### src/rtl/fifo_rd_sequencer.sv
// fifo_rd_sequencer: read-side controller for a DO_REG=1, non-FWFT dual-clock FIFO (rd_clk domain)
//   clk, rst_n        read clock, asynchronous active-low reset
//   flush             1-cycle pulse: discard buffered data and re-run the FIFO reset sequence
//   fifo_rst          FIFO reset, held high for RST_CYCLES, followed by RCV_CYCLES of recovery
//   fifo_rd_en        credit-limited read strobe, issued only in RUN
//   fifo_empty        FIFO empty flag
//   fifo_dout         FIFO read data, valid RD_LATENCY cycles after fifo_rd_en
//   m_data, m_valid   output stream, presented from the skid buffer
//   m_ready           output stream backpressure
//   init_done         high while in RUN
//   level             skid buffer occupancy
module fifo_rd_sequencer #(
  parameter int WIDTH      = 32,
  parameter int RD_LATENCY = 2,
  parameter int SKID_DEPTH = 4,
  parameter int RST_CYCLES = 5,
  parameter int RCV_CYCLES = 8
) (
  input  logic                          clk,
  input  logic                          rst_n,
  input  logic                          flush,
  output logic                          fifo_rst,
  output logic                          fifo_rd_en,
  input  logic                          fifo_empty,
  input  logic [WIDTH-1:0]              fifo_dout,
  output logic [WIDTH-1:0]              m_data,
  output logic                          m_valid,
  input  logic                          m_ready,
  output logic                          init_done,
  output logic [$clog2(SKID_DEPTH):0]   level
);
  localparam int AW   = $clog2(SKID_DEPTH);
  localparam int LW   = AW + 1;
  localparam int CMAX = RST_CYCLES > RCV_CYCLES ? RST_CYCLES : RCV_CYCLES;
  localparam int CW   = $clog2(CMAX);
  typedef enum logic [1:0] {RST_ASSERT, RST_RECOVER, RUN} state_t;
  state_t state, state_nx;
  logic [CW-1:0] cnt;
  logic [RD_LATENCY-1:0] sr;
  logic [AW-1:0] wr_ptr, rd_ptr;
  logic [WIDTH-1:0] mem [SKID_DEPTH];
  logic [LW:0] inflight, credit;
  logic run, push, pop, clear;
  always_ff @(posedge clk or negedge rst_n)
    if (!rst_n) state <= RST_ASSERT;
    else state <= state_nx;
  always_comb
    state_nx = flush ? RST_ASSERT :
               state == RST_ASSERT  ? (cnt == CW'(RST_CYCLES - 1) ? RST_RECOVER : RST_ASSERT) :
               state == RST_RECOVER ? (cnt == CW'(RCV_CYCLES - 1) ? RUN : RST_RECOVER) : RUN;
  always_comb begin
    run       = state == RUN;
    fifo_rst  = state == RST_ASSERT;
    init_done = run;
  end
  // Counter restarts on every state change and on flush, so a flush during reset restarts the window.
  always_ff @(posedge clk or negedge rst_n)
    if (!rst_n) cnt <= '0;
    else cnt <= (state_nx != state || flush || run) ? '0 : cnt + CW'(1);
  always_comb begin
    inflight = '0;
    for (int i = 0; i < RD_LATENCY; i++) inflight = inflight + (LW + 1)'(sr[i]);
  end
  // Credits count words in flight plus words left after this cycle's pop; the exiting bit is
  // still in flight here and lands in level next cycle, so it is counted exactly once.
  always_comb begin
    push       = sr[RD_LATENCY-1];
    pop        = m_valid && m_ready;
    clear      = flush || !run;
    credit     = inflight + (LW + 1)'(level - LW'(pop));
    fifo_rd_en = run && !fifo_empty && credit < (LW + 1)'(SKID_DEPTH);
    m_valid    = level != '0;
    m_data     = m_valid ? mem[rd_ptr] : '0;
  end
  always_ff @(posedge clk or negedge rst_n)
    if (!rst_n) begin
      sr     <= '0;
      wr_ptr <= '0;
      rd_ptr <= '0;
      level  <= '0;
    end else if (clear) begin
      sr     <= '0;
      wr_ptr <= '0;
      rd_ptr <= '0;
      level  <= '0;
    end else begin
      sr     <= RD_LATENCY'({sr, fifo_rd_en});
      wr_ptr <= push ? wr_ptr + AW'(1) : wr_ptr;
      rd_ptr <= pop ? rd_ptr + AW'(1) : rd_ptr;
      level  <= level + LW'(push) - LW'(pop);
    end
  always_ff @(posedge clk)
    if (push) mem[wr_ptr] <= fifo_dout;
  assert property (@(posedge clk) disable iff (!rst_n) !(push && level == LW'(SKID_DEPTH)));
endmodule

### config.mk
export PLATFORM = sky130hd
export DESIGN_NAME = fifo_rd_sequencer
export DESIGN_NICKNAME = d
export VERILOG_FILES = /design/src/rtl/fifo_rd_sequencer.sv
export SDC_FILE = /design/constraint.sdc
export NUM_CORES = 1
export LEC_CHECK = 0
export ABC_AREA = 1
export CORE_MARGIN = 4
export CORE_UTILIZATION = 55
export CTS_BUF_LIST = sky130_fd_sc_hd__clkbuf_8
export CTS_CLUSTER_SIZE = 40
export DETAILED_ROUTE_END_ITERATION = 10
export PLACE_DENSITY_LB_ADDON = 0.15
export SETUP_SLACK_MARGIN = 0.15
export SYNTH_ARGS = -nofsm -noshare
export SYNTH_HDL_FRONTEND = slang
export SYNTH_SLANG_ARGS = --single-unit
### constraint.sdc
create_clock -name clk -period 1.95 [get_ports clk]
set_clock_uncertainty 0.1 [all_clocks]
set_input_delay 0.2925 -clock clk [delete_from_list [all_inputs] [get_ports clk]]
set_output_delay 0.2925 -clock clk [all_outputs]
set_load 0.01 [all_outputs]
==> flow_summary.toml <==
[run_status]
outcome = "complete, but fails checks"
violations = "setup timing"

[detailed_routing]
dr.pass1.iters = 4
drt_iter0_markers = 233
wl_per_cell_um = 16.13
drt-total-wl_um = 12160
antenna_left = 0
vias = 3961
viasPerCell = 5.253
drc_errors = 0

[worst_setup_path]
critPathMaxFanout = 6
worstSetupPathType = "reg2out"
crit_path_start_kind = "register"
worstPathRequired_ns = 1.56
end_kind = "output port"
worstPathArrival_ns = 2.00

[clocking]
ctsHoldBuffers = 0
clock-sinks = 142
cts_made_buffers = 17
clk_latency_ns = 0.42
clockBufferDepth = 2
clk_pin_slew_ns = 0.09
htreeDepth = 4
cts_tree = "built"
cts_root_buf = "clkbuf_8"

[synth]
synth_most_common_cell = "nor2_1"
syn_inst = 486
synth.distinct_cells = 20
synth_seq_cells = 142
synth-warning-count = 0
synth_common_cells = "150 x nor2_1, 128 x edfxtp_1, 37 x o21ai_0, 34 x a21oi_1, 31 x o21ai_1"
avgSynthCellArea_um2 = 11.96
async_flop_share = 0.09859
synth-edff-count = 128
yosysTopAreaCellShare = 0.6611
syn-cell-area_um2 = 5814
synth_area_leaders = "edfxtp_1 66%, nor2_1 9.7%, dfrtp_1 6.0%"
yosysTopAreaCell = "edfxtp_1"
synth_flop_cell = "edfxtp_1"
yosysSeqAreaShare = 0.7213
syn_nets = 535

[run]
drv_cap = 0

[placement]
io_buffers = 75
hpwlAfterDp_um = 7098
placed_cells = 705
pre_cts_slack_ns = -0.6438
gp_congestion = 0.7242

[die]
die_y_um = 110.8
die_w_um = 110.8
num_rows = 37
ios = 76
core_um2 = 10320
dieArea_um2 = 12280
start_util = 0.5632

[timing]
clock.fmax_mhz = 418.5
setup_violations = 35
rsz0062_at_grt = "true"
fin_crit_sh = 1.225
setup_ws_ns = -0.4393
finalHoldViolCount = 0
maxSlewViolCount = 0
fin_crit_ns = 2.389
tightest_slew_ns = 0.4815
hold_slack_ns = 0.07010
maxSlewHeadroom = 0.6756

[layout]
multi_input_area_um2 = 1568
antenna_cells = 0
postLayoutCoreUtil = 0.7363
nets = 654
area_growth_pct = 30.73
seq_area_um2 = 4197
drive_above_1_share = 0.2686
fin_cells = 754
fill_cells = 694

[grt]
grt_overflow = 0
grt_start_max_net_pins = 37
track_usage = 0.1938
grt_pass1_vias = 3963
antenna_found_initial = 0
grtUsageMet3 = 0.04858
grt_pass1_wl_um = 18700
grt_busiest_layer = "met2"
met1_usage = 0.2272
use_met2 = 0.3483

[min_path]
hp-class = "in2async"

[pwr]
power_frac_comb = 0.027
seqPwrFrac = 0.599
switching_share = 0.2226
p_leak_uw = 0.002835
internal_power_uw = 4327
pwr-share-clk = 0.374
p_total_uw = 5566
power_switching_uw = 1239
powerDensity_nw_per_um2 = 732.2
ir_drop_uv = 616.3
[critical path: stages, from the launching register on]
cell        delay, ns
dfrtp_1          0.37
nor2_2           0.05
nand2_2          0.12
buf_4            0.12
buf_4            0.10
clkinvlp_4       0.19
buf_6            0.19
clkbuf_16        0.16
a21oi_2          0.12
buf_2            0.15
[flip-flops by register name, summed over array words and instances (netlist names)]
name and count:
wr_ptr 2, sr 2, mem 128, rd_ptr 2
state 2, cnt 3, level 3
[cells by family (layout without fill, tap and decap cells)]
| family | count (synthesis) | in the layout | synth area share |
|---|---|---|---|
| flops | 142 | 142 | 0.7213 |
| compound gates | 102 | 102 | 0.08780 |
| simple gates | 175 | 175 | 0.1143 |
| fa+ha+maj | 12 | 12 | 0.02711 |
| xor+xnor | 3 | 3 | 0.004520 |
| buf+inv | 52 | 184 | 0.04497 |
[power groups by stage]
stage	logic, uW	registers, uW	clock network (uW)
after global routing	166	3330	2280
after global placement	140	3400	0
after CTS	152	3330	2130
after detailed placement	151	3400	0
final	150	3330	2080
after floorplan	28.9	3400	0
[cell usage in the layout (no fill, tap or decap), types with 2 or more instances in the layout]
master / synthesis / final
a21oi_1: 34 / 7
a21oi_2: 0 / 19
a21oi_4: 0 / 8
buf_12: 0 / 10
buf_2: 10 / 26
buf_4: 2 / 33
buf_6: 6 / 13
clkbuf_16: 0 / 2
clkbuf_8: 0 / 17
clkdlybuf4s50_1: 0 / 37
clkinv_2: 0 / 2
clkinv_4: 0 / 4
clkinvlp_4: 0 / 8
dfrtp_1: 14 / 12
dfrtp_2: 0 / 2
dlygate4sd2_1: 0 / 3
edfxtp_1: 128 / 128
ha_1: 11 / 10
inv_1: 25 / 18
inv_2: 2 / 4
inv_6: 0 / 2
inv_8: 0 / 4
nand2_1: 19 / 17
nand3_2: 0 / 2
nor2_1: 150 / 146
nor2_2: 0 / 3
nor3_1: 3 / 3
o21ai_0: 37 / 37
o21ai_1: 31 / 31
[repair_timing]
action / in CTS / in global routing
cloned: 0 / 2
pin swaps: 8 / 9
resized for setup: 146 / 55
setup endpoints to repair: 42 / 39
buffers inserted: 5 / 10
hold endpoints to repair: 0 / 0
[metal layers]
layer | wire, um | vias to the layer above
li1 | - | 1907
met5 | 0 | -
met1 | 4870 | 1916
met4 | 172 | 0
met2 | 6474 | 124
met3 | 645 | 14
[per-stage QoR]
step,instance area [um2],TNS [ns]
4_1_cts,7318,-10.64
2_1_floorplan,5846,0
5_1_grt,7601,-17.37
3_5_place_dp,6980,-4.934
6_report,7601,-12.14
3_3_place_gp,6980,-3.928
[path summary, 6_finish.rpt]
check | from | end | slack (ns) | cells after the start
max in group asynchronous | rst_n | level[1] | 1.48 | 2
hold reg to reg | cnt[0] | cnt[0] | 0.38 | 1
setup / recovery | level[0] | m_data[17] | -0.44 | 9
setup reg to reg | level[0] | sr[0] | -0.14 | 16
hold / removal | rst_n | cnt[0] | 0.07 | 2
min in group clk | cnt[0] | cnt[0] | 0.38 | 1
[cell type report]
cell class | instances | share of cell area
Sequential cell | 142 | 0.5521
Clock inverter | 15 | 0.01712
Inverter | 27 | 0.01580
Clock buffer | 17 | 0.03078
Tap cell | 136 | 0.02239
Multi-Input combinational cell | 292 | 0.2063
Timing Repair Buffer | 125 | 0.1556
No activity file was read; power rests on OpenSTA's default activity.
